**src/rtl/sensor_pkg.sv**
```systemverilog
// sensor_pkg: shared widths, FSM state encoding and the input clamp helper
// for the sensor_reader block.
package sensor_pkg;

  localparam int SAMPLE_W = 8;
  localparam int BCD_W    = 4;

  localparam logic [SAMPLE_W-1:0] SAMPLE_MAX = 8'd99;

  typedef logic [1:0] state_t;

  localparam state_t ST_IDLE    = 2'd0;
  localparam state_t ST_CONVERT = 2'd1;
  localparam state_t ST_PUBLISH = 2'd2;

  // The display only has two BCD digits, so anything above 99 saturates.
  function automatic logic [SAMPLE_W-1:0] clamp_sample(input logic [SAMPLE_W-1:0] v);
    return (v > SAMPLE_MAX) ? SAMPLE_MAX : v;
  endfunction

endpackage

```
**src/rtl/bcd_div10.sv**
```systemverilog
// bcd_div10: iterative divide-by-ten for values 0..99. One subtraction of ten
// per cycle; done is high in the cycle the remainder drops below ten, at which
// point tens/units are final and stay held until the next start.
module bcd_div10
  import sensor_pkg::*;
(
  input  logic                i_clk,
  input  logic                i_rst,
  input  logic                start,
  input  logic [SAMPLE_W-1:0] value,
  output logic [BCD_W-1:0]    tens,
  output logic [BCD_W-1:0]    units,
  output logic                done
);

  localparam logic [SAMPLE_W-1:0] TEN = 8'd10;

  logic [SAMPLE_W-1:0] rem;
  logic                busy;

  // Load on start, then peel off one ten per cycle until the remainder is a digit.
  always_ff @(posedge i_clk or posedge i_rst) begin
    if (i_rst) begin
      rem  <= '0;
      tens <= '0;
      busy <= 1'b0;
    end else if (start) begin
      rem  <= value;
      tens <= '0;
      busy <= 1'b1;
    end else if (busy) begin
      if (rem >= TEN) begin
        rem  <= rem - TEN;
        tens <= tens + BCD_W'(1);
      end else begin
        busy <= 1'b0;
      end
    end
  end

  assign units = rem[BCD_W-1:0];
  assign done  = busy && (rem < TEN);

endmodule

```
**src/rtl/sensor_reader.sv**
```systemverilog
// sensor_reader: captures temperature/humidity samples, converts temperature
// to two BCD digits, and publishes with alarm, staleness and overrun status.
// A one-deep pending register absorbs samples arriving while busy.
// Build option: define SENSOR_READER_MINMAX_EN to track the lowest/highest
// published temperature; otherwise o_min/o_max are tied to zero.
//
// state      | meaning
// ST_IDLE    | waiting for i_valid, or draining a buffered pending sample
// ST_CONVERT | bcd_div10 subtracting tens from the latched temperature
// ST_PUBLISH | registering outputs, pulsing o_new, chaining into pending data
module sensor_reader
  import sensor_pkg::*;
#(
  parameter int unsigned TIMEOUT_CYCLES = 10_000_000,
  parameter int unsigned ALARM_THRESH   = 80
) (
  input  logic        i_clk,
  input  logic        i_rst,
  input  logic [15:0] i_temp,
  input  logic [15:0] i_humid,
  input  logic        i_valid,
  output logic [3:0]  o_tens,
  output logic [3:0]  o_units,
  output logic [7:0]  o_humid,
  output logic [7:0]  o_min,
  output logic [7:0]  o_max,
  output logic        o_new,
  output logic        o_alarm,
  output logic        o_stale,
  output logic        o_overrun
);

  // TIMEOUT_CYCLES must be at least 2 for the staleness threshold to exist.
  localparam int CNT_W = (TIMEOUT_CYCLES > 2) ? $clog2(TIMEOUT_CYCLES) : 1;
  localparam logic [CNT_W-1:0] CNT_LAST = CNT_W'(TIMEOUT_CYCLES - 1);
  localparam logic [CNT_W-1:0] CNT_SET  = CNT_W'(TIMEOUT_CYCLES - 2);

  state_t              state;
  logic [SAMPLE_W-1:0] in_temp;
  logic [SAMPLE_W-1:0] cur_temp;
  logic [SAMPLE_W-1:0] cur_humid;
  logic [SAMPLE_W-1:0] pend_temp;
  logic [SAMPLE_W-1:0] pend_humid;
  logic                pend_full;
  logic [CNT_W-1:0]    stale_cnt;

  logic                take_pend;
  logic                take_new;
  logic                pend_load;
  logic                div_start;
  logic [SAMPLE_W-1:0] div_value;
  logic [BCD_W-1:0]    div_tens;
  logic [BCD_W-1:0]    div_units;
  logic                div_done;

  // Only the low byte of each sensor word carries data.
  logic unused_hi;
  assign unused_hi = ^{i_temp[15:8], i_humid[15:8]};

  assign in_temp = clamp_sample(i_temp[7:0]);

  // Pending data always wins over a fresh sample when a conversion can start;
  // the fresh sample then drops into the freed pending slot.
  assign take_pend = pend_full && ((state == ST_IDLE) || (state == ST_PUBLISH));
  assign take_new  = i_valid && (state == ST_IDLE) && !pend_full;
  assign pend_load = i_valid && !take_new;
  assign div_start = take_pend || take_new;
  assign div_value = take_pend ? pend_temp : in_temp;

  bcd_div10 u_div (
    .i_clk (i_clk),
    .i_rst (i_rst),
    .start (div_start),
    .value (div_value),
    .tens  (div_tens),
    .units (div_units),
    .done  (div_done)
  );

  // Sequencer: start a conversion, wait for the divider, publish, chain.
  always_ff @(posedge i_clk or posedge i_rst) begin
    if (i_rst) begin
      state <= ST_IDLE;
    end else begin
      case (state)
        ST_IDLE:    if (div_start) state <= ST_CONVERT;
        ST_CONVERT: if (div_done)  state <= ST_PUBLISH;
        ST_PUBLISH: state <= take_pend ? ST_CONVERT : ST_IDLE;
        default:    state <= ST_IDLE;
      endcase
    end
  end

  // Keep the clamped temperature and humidity of the sample being converted.
  always_ff @(posedge i_clk or posedge i_rst) begin
    if (i_rst) begin
      cur_temp  <= '0;
      cur_humid <= '0;
    end else if (div_start) begin
      cur_temp  <= div_value;
      cur_humid <= take_pend ? pend_humid : i_humid[7:0];
    end
  end

  // One-deep pending buffer; a new sample overwrites unconsumed pending data.
  always_ff @(posedge i_clk or posedge i_rst) begin
    if (i_rst) begin
      pend_full  <= 1'b0;
      pend_temp  <= '0;
      pend_humid <= '0;
    end else if (pend_load) begin
      pend_full  <= 1'b1;
      pend_temp  <= in_temp;
      pend_humid <= i_humid[7:0];
    end else if (take_pend) begin
      pend_full  <= 1'b0;
    end
  end

  // Register published values and the one-cycle o_new / o_overrun pulses.
  always_ff @(posedge i_clk or posedge i_rst) begin
    if (i_rst) begin
      o_tens    <= '0;
      o_units   <= '0;
      o_humid   <= '0;
      o_alarm   <= 1'b0;
      o_new     <= 1'b0;
      o_overrun <= 1'b0;
    end else begin
      o_new     <= (state == ST_PUBLISH);
      o_overrun <= i_valid && pend_full && !take_pend;
      if (state == ST_PUBLISH) begin
        o_tens  <= div_tens;
        o_units <= div_units;
        o_humid <= cur_humid;
        o_alarm <= (32'(cur_temp) >= ALARM_THRESH);
      end
    end
  end

  // Cycles since the last i_valid, saturating at the timeout threshold.
  always_ff @(posedge i_clk or posedge i_rst) begin
    if (i_rst) begin
      stale_cnt <= '0;
    end else if (i_valid) begin
      stale_cnt <= '0;
    end else if (stale_cnt != CNT_LAST) begin
      stale_cnt <= stale_cnt + CNT_W'(1);
    end
  end

  // Stale raises once as the count reaches its limit; a publish clears it.
  always_ff @(posedge i_clk or posedge i_rst) begin
    if (i_rst) begin
      o_stale <= 1'b1;
    end else if (state == ST_PUBLISH) begin
      o_stale <= 1'b0;
    end else if (!i_valid && (stale_cnt == CNT_SET)) begin
      o_stale <= 1'b1;
    end
  end

`ifdef SENSOR_READER_MINMAX_EN
  // Track extremes of the published (clamped) temperature; ties change nothing.
  always_ff @(posedge i_clk or posedge i_rst) begin
    if (i_rst) begin
      o_min <= SAMPLE_MAX;
      o_max <= '0;
    end else if (state == ST_PUBLISH) begin
      if (cur_temp < o_min) o_min <= cur_temp;
      if (cur_temp > o_max) o_max <= cur_temp;
    end
  end
`else
  assign o_min = '0;
  assign o_max = '0;
`endif

endmodule

```
**config.mk**
```make
export PLATFORM = sky130hd
export DESIGN_NAME = sensor_reader
export DESIGN_NICKNAME = d
export VERILOG_FILES = /design/src/rtl/sensor_pkg.sv /design/src/rtl/bcd_div10.sv /design/src/rtl/sensor_reader.sv
export SDC_FILE = /design/constraint.sdc
export NUM_CORES = 1
export LEC_CHECK = 0
export BUFFER_PORTS_ARGS = -buffer_cell sky130_fd_sc_hd__buf_2
export CORE_MARGIN = 2
export CORE_UTILIZATION = 54
export CTS_CLUSTER_SIZE = 25
export DETAILED_ROUTE_END_ITERATION = 16
export GPL_ROUTABILITY_DRIVEN = 0
export GPL_TIMING_DRIVEN = 0
export PLACE_DENSITY = 0.77
export SYNTH_ARGS = -nofsm -noshare
export SYNTH_HDL_FRONTEND = slang
export SYNTH_SLANG_ARGS = --single-unit
```
**constraint.sdc**
```tcl
create_clock -name i_clk -period 5 [get_ports i_clk]
set_input_delay 0 -clock i_clk [delete_from_list [all_inputs] [get_ports i_clk]]
set_output_delay 0 -clock i_clk [all_outputs]
set_load 0.05 [all_outputs]
```
=== Word-level counts from Yosys, hierarchy flattened ===
Index checks and enable logic that the tools add are counted.

* Register bits after elaboration: 92
* Latch bits: 0
* Bits in writable memories: 0
* Bits in read-only memories: 0
* Word-level logic and storage cells: 74
* Memories kept: 0

* $add $sub $neg: 3
* Multiply operators: 0
* Div/mod/pow operators: 0
* $lt $le $gt $ge: 4
* Equality and inequality tests: 6
* Shifts and indexed selects: 0
* Muxes and demuxes: 22
* Bitwise logic cells: 0
* Reduce and logical (&&, ||, !) cells: 22

{| class="wikitable"
|+ Operator list
! operator !! count
|-
| 24-bit two-way mux || 2
|-
| 8-bit two-way mux || 6
|-
| 24-bit by 1-bit adder with 24-bit output (second input constant) || 1
|-
| 24-bit == test (second input constant) || 1
|-
| 24-bit != test (second input constant) || 1
|-
| 4-bit two-way mux || 3
|-
| 2-bit nonzero test || 5
|-
| 8-bit by 4-bit >= comparator with 1-bit output (second input constant) || 1
|-
| 8-bit by 7-bit >= comparator with 1-bit output (second input constant) || 1
|-
| 8-bit by 7-bit greater-than comparator with 1-bit output (second input constant) || 1
|-
| 1-bit logical AND || 8
|-
| 8-bit by 4-bit < comparator with 1-bit output (second input constant) || 1
|-
| 1-bit two-way mux || 8
|-
| 8-bit by 4-bit subtractor with 8-bit output (second input constant) || 1
|-
| 2-bit one-hot mux with 3 select lines || 1
|-
| 4-bit by 1-bit adder with 4-bit output (second input constant) || 1
|-
| 1-bit zero test || 4
|-
| 2-bit two-way mux || 2
|-
| 2-bit != test (second input constant) || 2
|-
| 2-bit AND reduction || 2
|-
| 2-bit by 1-bit == test with 1-bit output (second input constant) || 1
|-
| 2-bit == test (second input constant) || 1
|-
| 2-bit zero test || 1
|-
| 1-bit logical OR || 2
|}

=== Longest topological paths before layout ===
Gate-level depths: netlist of run 1.

* Depth in word-level cells: 6
* Mapped depth: 6

=== Modules after synthesis ===
A second synthesis of run 1 with hierarchy kept.

* Cells, all modules: 399
* Area total of the unflattened synthesis: 4235.3 um^2

{| class="wikitable"
|+ By module, submodules not included
! module !! instances !! cells each !! area an instance (um^2) !! seq. area each (um^2)
|-
| sensor_reader || 1 || 318 || 3455.8 || 1878.1
|-
| bcd_div10 || 1 || 81 || 779.5 || 325.3
|}

=== Worst setup path before layout of run 1 ===
OpenSTA, ideal clock, no wires.

* Path kind: flip-flop to flip-flop
* Start point: register stale_cnt[0]
* End point: register stale_cnt[5]
* Data arrival time: 1648 ps
* Setup slack: 3228 ps
* Cell stages (with the launch flop): 7
* Path buffers: 1
* Cells stage by stage: dfrtp_1 -> ha_1 -> and3_1 -> buf_2 -> and4_1 -> a21oi_1 -> mux2_2

* Longest elaborated chain between the ends: 3

{| class="wikitable"
|+ RTL lines
! element !! RTL line !! source
|-
| start, declared || sensor_reader.sv:45 || <nowiki>logic [CNT_W-1:0] stale_cnt;</nowiki>
|-
| start signal, assigned || sensor_reader.sv:148 || <nowiki>stale_cnt <= stale_cnt + CNT_W'(1);</nowiki>
|-
| 24-bit by 1-bit adder with 24-bit output || sensor_reader.sv:148 ||
|-
| 24-bit two-way mux || sensor_reader.sv:147 || <nowiki>end else if (stale_cnt != CNT_LAST) begin</nowiki>
|-
| 24-bit two-way mux || sensor_reader.sv:145 || <nowiki>end else if (i_valid) begin</nowiki>
|}

Parallel ways exist; a longest one is shown, timed or not. The select of a mux whose other input is x is not followed.
A chain may end at the register's enable or synchronous reset.

=== Worst setup path in the final report of run 1 ===
* Start point: register state[0]
* End point: register pend_humid[2]

* Longest elaborated chain between the ends: 5

{| class="wikitable"
|+ RTL lines
! element !! RTL line !! source
|-
| start, declared || sensor_reader.sv:38 || <nowiki>state_t state;</nowiki>
|-
| start signal, assigned || sensor_reader.sv:88 || <nowiki>ST_PUBLISH: state <= take_pend ? ST_CONVERT : ST_IDLE;</nowiki>
|-
| 2-bit zero test || sensor_reader.sv:65 || <nowiki>assign take_new = i_valid && (state == ST_IDLE) && !pend_full;</nowiki>
|-
| 1-bit logical AND (2 in a row) || sensor_reader.sv:65 ||
|-
| 1-bit zero test || sensor_reader.sv:66 || <nowiki>assign pend_load = i_valid && !take_new;</nowiki>
|-
| 1-bit logical AND || sensor_reader.sv:66 ||
|-
| end signal, assigned || sensor_reader.sv:114 || <nowiki>pend_humid <= i_humid[7:0];</nowiki>
|-
| end, declared || sensor_reader.sv:43 || <nowiki>logic [SAMPLE_W-1:0] pend_humid;</nowiki>
|}

Every way passes these cells.

==> reports/qor.yml, run 1 <==
status:
  status: "completed"
detailed_routing:
  drt-pass1-iter-count: 5
  dr.first_iter.drc_count: 241
  vias_per_cell: 5.48
  wl_per_cell_um: 14.4
  vias: 3453
  wl_um: 9050
  drc: 0
  ant_nets: 0
timing:
  setup_viol: 0
  slew_headroom_pct: 39.3
  finClkSkew_ps: 8.43
  fin_crit_sh_pct: 42.2
  fmax_mhz: 474
  rsz0062_at_grt: "no"
  final_hold_viol_count: 0
  drv_slew: 0
  worst_slew_pin_slew_ps: 902
  finalSetupTns_ps: 0
  holdWs_ps: 59.2
  min_period_ps: 2110
setup_path:
  reg2reg_depth: 3
  r2r_setup_slack_ps: 2890
  crit_path_end_kind: "flop"
  arrival_ps: 2350
  critPathLaunchType: "flop"
  cp_max_fo: 10
  required_ps: 5240
  path_class: "reg2reg"
  r2r_end: "pend_humid[2]"
  crit_start: "state[0]"
  r2r-start: "state[0]"
global_routing:
  grt_max_degree: 62
  grt_pass1_wl_um: 15300
  antenna_found_initial: 0
  busiest_layer: "met2"
  track_usage_pct: 22.8
  grt.overflow.total: 0
  grt_use_met3_pct: 3.66
  met1_usage_pct: 28.9
  first_global_vias: 3323
  use_met2_pct: 39.2
power:
  power_mw: 2.49
  irDropWorstVdd_uv: 263
  leakage_nw: 2.39
  p_per_area_nw_per_um2: 498
clock_network:
  cts_made_buffers: 9
  clkSinkCount: 88
  cts.reportedPaths.clkPinSlew_ps: 90
  cts_tree: "built"
  cts-root-buf: "clkbuf_8"
  htreeDepth: 3
  clk_latency_ps: 360
  cts_resized: 0
  clk_path_buf_depth: 2
layout:
  diodes: 0
  area_growth_pct: 18.2
  drive_gt1_share_pct: 18.4
  finalInstanceArea_sq_um: 5000
  instances_no_fill: 630
  fin_nets: 562
logic_synthesis:
  synth_cells: 441
  synthTopCellsByArea: "dfrtp_1, nand2_1, buf_4"
  syn_area_sq_um: 4240
  postSynth.asyncResetShare_pct: 100
  ys_ff_latch: 88
  synth_top_area_share_pct: 51.4
  yosysTopAreaCell: "dfrtp_1"
  avgSynthCellArea_sq_um: 9.60
  synth_top_flop_cell: "dfrtp_1"
  synth_seq_area_share_pct: 52.0
  synth.most_common_cell: "dfrtp_1"
  synth.yosys.warnings: 0
  synth_common_cells: "dfrtp_1, nand2_1, nor2_1"
  synth_edf_count: 0
  synth.distinct_cells: 54
min_path:
  min_to: "cur_temp[6]"
  worstHoldStart: "i_temp[6]"
  hold_path_class: "in2reg"
  holdPathStages: 3
placement:
  dpl_cell_area_sq_um: 4640
  dp_cells: 597
  io_buffer_count: 38
  hpwl_um: 6370
floorplanning:
  core_area_sq_um: 7650
  initial_core_util_pct: 55.4
  die_y_um: 92.6
  ioPinCount: 71
  fp.dieW_um: 92.6
  fp.dieArea_sq_um: 8570
  num_rows: 32
job:
  cap_violations: 0
[worst max-delay path: stages, from the launching register on]
cell and delay (ps):
dfrtp_1 470, o31ai_1 800, buf_2 370, mux2_2 360
[per-layer routing]
layer / vias up / part of all wire, %
li1: 1680 / -
met1: 1678 / 43
met2: 82 / 53
met3: 13 / 2.9
met4: 0 / 1.5
met5: - / 0
[final cells by class]
type	instances	area [sq um]
Buffer	36	203
Clock buffer	10	128
Clock inverter	6	67.6
Fill cell	611	2640
Inverter	14	55.1
Multi-Input combinational cell	318	1830
Sequential cell	88	2200
Tap cell	102	128
Timing Repair Buffer	56	388
[sequential cells by signal, indices dropped and copies added (netlist names), 2 cells and up]
| signal | count |
|---|---|
| pend_temp | 8 |
| o_tens | 4 |
| pend_humid | 8 |
| o_humid | 8 |
| o_units | 4 |
| cur_humid | 8 |
| stale_cnt | 24 |
| cur_temp | 4 |
| state | 2 |
| u_div.rem | 8 |
| u_div.tens | 4 |
[how the worst max path moves through the flow]
stage | to | slack [ps] | depth (start not counted)
floorplan | cur_humid[0] | 2720 | 1
global placement | o_units[3] | 1730 | 2
detailed placement | pend_humid[3] | 2960 | 3
CTS | pend_humid[2] | 2940 | 3
global route | pend_humid[2] | 2810 | 3
finish | pend_humid[2] | 2890 | 3
[what timing repair did]
item / CTS / global route
setup endpoints to repair: 0 / 0
endpoints found under the hold margin: 50 / 0
hold buffers: 17 / 0
setup buffers: 0 / 0
[layout by cell type, fill, tap and decap left out, types with 13 or more instances in the layout]
cell type	count
nand2_1	85
dfrtp_1	87
clkbuf_1	13
a21oi_1	18
nor2_1	31
o21ai_0	23
buf_4	16
dlygate4sd3_1	17
conb_1	16
buf_2	43
inv_1	13
[report_power, final]
group | internal (mW) | switching (mW)
Combinational | 0.317 | 0.634
Clock | 0.234 | 0.256
Sequential | 0.911 | 0.140
[cells by family (layout without fill, tap and decap cells)]
family,Yosys count,after routing,share of synthesized area [%]
AO/OA/AOI/OAI,90,90,14.0
XOR/XNOR,10,10,2.07
adder cells (fa/ha/maj),4,4,1.18
buffers and inverters,50,122,6.03
flip-flops,88,88,52.0
multiplexers,11,11,2.90
other,1,16,0.0885
AND/OR/NAND/NOR,187,187,21.7
[stage by stage]
| step | util, % | worst slack, ps |
|---|---|---|
| 6_report | 65.4 | 2890 |
| 5_1_grt | 65.4 | 2810 |
| 4_1_cts | 65.4 | 2940 |
| 3_5_place_dp | 60.7 | 2960 |
| 3_3_place_gp | 60.3 | 1730 |
| 2_1_floorplan | - | 2720 |
Power figures use the tool's default switching activity.
==> run 2: changes to the inputs <==
Settings changed: CORE_UTILIZATION 54 to 51, PLACE_DENSITY 0.77 to 0.76.
Clock period 5 ns to 1.8 ns, I/O delays scaled along.
==> run 2 against run 1 <==
Sequential share of layout area shrank 2.0 points. Die area grew 5.6%. Final cell count grew 3.0%. Non-clock buffer count grew 15. Final area grew 5.0%. Highest routed layer unchanged.
==> reports/qor.yml, run 2 (synthesized netlist as in run 1, its figures left out) <==
status:
  status: "completed"  # unchanged
setup_path:
  slowest_delay_ps: 540  # was 800 ps
  path_class: "reg2reg"  # unchanged
  path_cells: "ha_2 -> and3_1 -> buf_6 -> nand4_4 -> or4_4 -> a21oi_2"  # was o31ai_1 -> buf_2 -> mux2_2
  arrival_ps: 2040  # was 2350 ps
  worst_path_max_delay_cell: "or4_4"  # was o31ai_1
  worstPathBufferInverterCount: 1  # unchanged
  cp_max_fo: 5  # was 10
  crit_family: "simple AND/OR/NAND/NOR gates"  # was compound AO/OA/AOI/OAI gates
  crit_path_end_kind: "flop"  # unchanged
  required_ps: 2090  # was 5240 ps
  r2r_setup_slack_ps: 50  # was 2890 ps
  critPathLaunchType: "flop"  # unchanged
detailed_routing:
  wl_per_cell_um: 14.9  # was 14.4 um
  vias_per_cell: 5.51  # was 5.48
  drt-pass1-iter-count: 5  # unchanged
  vias: 3577  # was 3453
  wl_um: 9670  # was 9050 um
  drc: 0  # unchanged
  ant_nets: 0  # unchanged
  dr.first_iter.drc_count: 250  # was 241
global_routing:
  grt_max_degree: 32  # was 62
  first_global_vias: 3397  # was 3323
  track_usage_pct: 22.7  # was 22.8%
  grt_pass1_wl_um: 15700  # was 15300 um
  antenna_found_initial: 0  # unchanged
  grt.overflow.total: 0  # unchanged
clock_network:
  cts_tree: "built"  # unchanged
  cts_made_buffers: 9  # unchanged
  clk_path_buf_depth: 2  # unchanged
  cts.reportedPaths.clkPinSlew_ps: 90  # about the same
  htreeDepth: 3  # unchanged
  cts-root-buf: "clkbuf_8"  # unchanged
  clkSinkCount: 88  # unchanged
  clk_latency_ps: 360  # about the same
timing:
  drv_slew: 0  # unchanged
  setup_viol: 0  # unchanged
  final_hold_viol_count: 0  # unchanged
  holdWs_ps: 44.5  # was 59.2 ps
  finClkSkew_ps: 10.6  # was 8.43 ps
  fmax_mhz: 572  # was 474 MHz
  fin_crit_sh_pct: 97.1  # was 42.2%
  min_period_ps: 1750  # was 2110 ps
  fin_ws_ps: 52.4  # was 2890 ps
  finalSetupTns_ps: 0  # unchanged
  worst_slew_pin_slew_ps: 690  # was 902 ps
  rsz0062_at_grt: "yes"  # was no
  slew_headroom_pct: 53.9  # was 39.3%
floorplanning:
  fp.dieW_um: 95.1  # was 92.6 um
  core_area_sq_um: 8130  # was 7650 sq um
  ioPinCount: 71  # unchanged
  fp.dieArea_sq_um: 9050  # was 8570 sq um
  num_rows: 33  # was 32
  die_y_um: 95.1  # was 92.6 um
  initial_core_util_pct: 52.1  # was 55.4%
min_path:
  hold_path_class: "in2reg"  # unchanged
job:
  cap_violations: 0  # unchanged
layout:
  register_area_sq_um: 2210  # was 2200 sq um
  fill_cells: 646  # was 611
  layout_common_cells: "nand2_1, dfrtp_1, buf_2"  # was dfrtp_1, nand2_1, buf_2
  final_common_cell: "nand2_1"  # was dfrtp_1
  fin_nets: 578  # was 562
  multiInputGateArea_sq_um: 1910  # was 1830 sq um
  diodes: 0  # unchanged
  area_growth_pct: 24.1  # was 18.2%
  final_util_pct: 64.6  # was 65.4%
  max_flop_register: "stale_cnt"  # unchanged
  largest_register_ffs: 24  # unchanged
  drive_gt1_share_pct: 24.3  # was 18.4%
placement:
  place_worst_setup_slack_ps: -189  # was 2960 ps
  io_buffer_count: 38  # unchanged
  hpwl_um: 6480  # was 6370 um
power:
  leakage_nw: 2.51  # was 2.39 nW
  irDropWorstVdd_uv: 627  # was 263 uV
  p_per_area_nw_per_um2: 1380  # was 498 nW/um^2
run 2: layout make-up:
cell class	count	area share, %
clock inverters	6	1.76
repair buffers	71	9.69
clock buffers	10	2.43
inverters	14	1.07
well taps	105	2.50
multi-input cells	319	36.4
flip-flops and latches	88	42.0
plain buffers	36	4.17
run 2: per-stage QoR:
stage	std cells	instance area [sq um]	power, mW
after global routing	649	5260	7.72
after global placement	599	4620	5.48
final	649	5260	7.26
after floorplan	456	4300	4.94
after detailed placement	601	4660	5.59
after CTS	644	5150	7.19
run 2: path summary, 6_finish.rpt:
path	from	depth (start not counted)	to
max	stale_cnt[1]	6	stale_cnt[22]
min	i_temp[6]	4	pend_temp[2]
max reg2reg	stale_cnt[1]	6	stale_cnt[22]
min reg2reg	o_stale	2	o_stale
max in group asynchronous	i_rst	5	u_div.rem[3]
min in group asynchronous	i_rst	3	stale_cnt[11]
run 2: layer usage:
metal | routed length (um) | global-route usage [%]
met3 | 437 | 4.51
met4 | 146 | 7.61
met1 | 3940 | 27.6
met2 | 5140 | 40.0
met5 | 0 | 0
run 2: where the power goes:
part	switching [mW]	leakage (nW)	total [mW]	internal, mW
clock	0.732	0.104	1.52	0.792
combinational	1.81	1.29	2.81	0.992
sequential	0.400	1.11	2.93	2.53
run 2: worst register-to-register path, delay by kind of cell (launching register included):
kind	cells	cell delay [ps]
compound gates	1	140
fa+ha+maj	1	200
buf+inv	1	110
flops	1	410
simple gates	3	820
run 2: repair_timing:
item                                    4_1_cts  5_1_grt
setup buffers                                 9        5
hold buffers                                 17        0
gates cloned                                  1        0
endpoints found under the setup margin       13       30
gates resized for setup                      10       25
pin swaps                                     2        3
hold endpoints to repair                     52        0
==> run 3: changes to the inputs <==
Settings changed: BUFFER_PORTS_ARGS -buffer_cell sky130_fd_sc_hd__buf_2 to -buffer_cell sky130_fd_sc_hd__buf_4.
==> run 3 against run 2 <==
Via count fell by 1.0%. Flip-flop and latch count unchanged. Count of clock-buffer cells in the layout is 1 higher. Wire length decreased by 1.4%. Clock power decreased by 3%. Final area grew 2.3%. Combinational power is 4% higher. Sequential share of layout area fell by 0.91 points. Register-to-register slack hardly changed. First-iteration DRC count is 25% lower. Sequential power hardly changed.
==> reports/qor.yml, run 3 (synthesized netlist as in run 1, its figures left out) <==
floorplanning:
  die_y_um: 95.1  # unchanged
  core_area_sq_um: 8130  # unchanged
  fp.dieArea_sq_um: 9050  # unchanged
  fp.dieW_um: 95.1  # unchanged
  initial_core_util_pct: 52.1  # unchanged
  ioPinCount: 71  # unchanged
  num_rows: 33  # unchanged
power:
  irDropWorstVdd_uv: 654  # was 627 uV
  leakage_nw: 2.54  # was 2.51 nW
  p_per_area_nw_per_um2: 1370  # was 1380 nW/um^2
placement:
  io_buffer_count: 38  # unchanged
  dpl_cell_area_sq_um: 4750  # was 4660 sq um
  hpwl_um: 6600  # was 6480 um
timing:
  setup_viol: 0  # unchanged
  fmax_mhz: 570  # was 572 MHz
  min_period_ps: 1760  # was 1750 ps
  finalSetupTns_ps: 0  # unchanged
  final_hold_viol_count: 0  # unchanged
  slew_headroom_pct: 64.4  # was 53.9%
  finClkSkew_ps: 8.74  # was 10.6 ps
  worst_slew_pin_slew_ps: 534  # was 690 ps
  drv_slew: 0  # unchanged
  fin_crit_sh_pct: 97.5  # was 97.1%
detailed_routing:
  drt-pass1-iter-count: 4  # was 5
  ant_nets: 0  # unchanged
  drc: 0  # unchanged
  wl_um: 9530  # was 9670 um
  wl_per_cell_um: 14.6  # was 14.9 um
  vias: 3540  # was 3577
  dr.first_iter.drc_count: 188  # was 250
  vias_per_cell: 5.44  # was 5.51
clock_network:
  clk_path_buf_depth: 2  # unchanged
  clk_latency_ps: 360  # about the same
  htreeDepth: 3  # unchanged
  cts-root-buf: "clkbuf_8"  # unchanged
  cts_tree: "built"  # unchanged
  clkSinkCount: 88  # unchanged
  cts_made_buffers: 9  # unchanged
  cts.reportedPaths.clkPinSlew_ps: 90  # about the same
setup_path:
  arrival_ps: 2000  # was 2040 ps
  cp_max_fo: 6  # was 5
  r2r_setup_slack_ps: 40  # was 50 ps
  reg2reg_depth: 6  # unchanged
  critPathLaunchType: "flop"  # unchanged
  crit_path_end_kind: "flop"  # unchanged
  required_ps: 2050  # was 2090 ps
  r2r-start: "stale_cnt[0]"  # was stale_cnt[1]
  r2r_end: "stale_cnt[5]"  # was stale_cnt[22]
  path_class: "reg2reg"  # unchanged
layout:
  register_area_sq_um: 2210  # about the same
  layout_common_cells: "nand2_1, dfrtp_1, buf_4"  # was nand2_1, dfrtp_1, buf_2
  drive_gt1_share_pct: 24.9  # was 24.3%
  fin_nets: 580  # was 578
  largest_register_ffs: 24  # unchanged
  multiInputGateArea_sq_um: 1910  # about the same
  final_common_cell: "nand2_1"  # unchanged
  fill_cells: 644  # was 646
  area_growth_pct: 26.9  # was 24.1%
  max_flop_register: "stale_cnt"  # unchanged
  diodes: 0  # unchanged
  finalInstanceArea_sq_um: 5370  # was 5260 sq um
global_routing:
  track_usage_pct: 22.7  # about the same
  grt_pass1_wl_um: 16000  # was 15700 um
  grt_max_degree: 41  # was 32
  grt.overflow.total: 0  # unchanged
  first_global_vias: 3454  # was 3397
  antenna_found_initial: 0  # unchanged
min_path:
  holdPathStages: 3  # was 4
  hold_path_class: "in2reg"  # unchanged
  min_to: "cur_temp[6]"  # was pend_temp[2]
  worstHoldStart: "i_temp[6]"  # unchanged
status:
  status: "completed"  # unchanged
job:
  cap_violations: 0  # unchanged
## run 3: cell types whose count changed in the layout (fill, tap and decap cells not counted), moves of 2 or more
cell	previous run	this run
buf_6	2	0
buf_4	30	72
inv_6	2	0
buf_2	40	2
## run 3: per-layer routing
layer,global-route usage [%],vias to the layer above,share of wire (%)
li1,-,1713,-
met1,27.8,1710,42
met2,39.6,92,52
met3,2.69,25,3.3
met4,11.1,0,3.1
met5,0,-,0
## run 3: worst max-delay path, cell delays in order (launching register included)
cell and delay [ps]:
dfrtp_2 450, ha_4 180, and3_1 180, buf_4 160, and4_4 190, a21oi_2 140, mux2_2 350
## run 3: metrics by stage
| step | hold WS, ps | utilization, % | power, mW | instances | setup slack, ps |
|---|---|---|---|---|---|
| 3_5_place_dp | 70.1 | 58.4 | 5.73 | 601 | -233 |
| 3_3_place_gp | 248 | 57.9 | 5.61 | 599 | -215 |
| 2_1_floorplan | 150 | - | 4.94 | 456 | 27.7 |
| 4_1_cts | 14.7 | 64.7 | 7.31 | 644 | -15.4 |
| 6_report | 26.3 | 66.1 | 7.34 | 651 | 44.2 |
| 5_1_grt | 63.8 | 66.1 | 7.82 | 651 | -18.5 |
## run 3: worst max-delay path by stage
stage | to | from | cells past startpoint
after detailed placement | pend_humid[0] | state[0] | 3
after global placement | pend_humid[0] | state[0] | 3
after floorplan | stale_cnt[5] | stale_cnt[0] | 6
after CTS | pend_humid[0] | state[0] | 3
after global routing | stale_cnt[22] | stale_cnt[0] | 7
final | stale_cnt[5] | stale_cnt[0] | 6
## run 3: report_power, final
group	total (mW)	internal, mW	switching (mW)
logic	2.92	1.10	1.83
clock network	1.47	0.783	0.687
registers	2.95	2.53	0.414
## run 3: final cells by class
type | count | area share (%)
sequential | 88 | 41.1
inverter | 14 | 1.05
clock buffer | 11 | 2.44
multi-input combinational | 318 | 35.6
timing repair buffer | 74 | 11.9
clock inverter | 5 | 1.51
buffer | 36 | 4.03
tap | 105 | 2.44
## run 3: what timing repair did
item | 4_1_cts | 5_1_grt
setup endpoints to repair | 19 | 25
gates resized for setup | 12 | 26
hold endpoints to repair | 43 | 0
pin swaps | 1 | 4
setup buffers | 9 | 7
hold buffers | 18 | 0
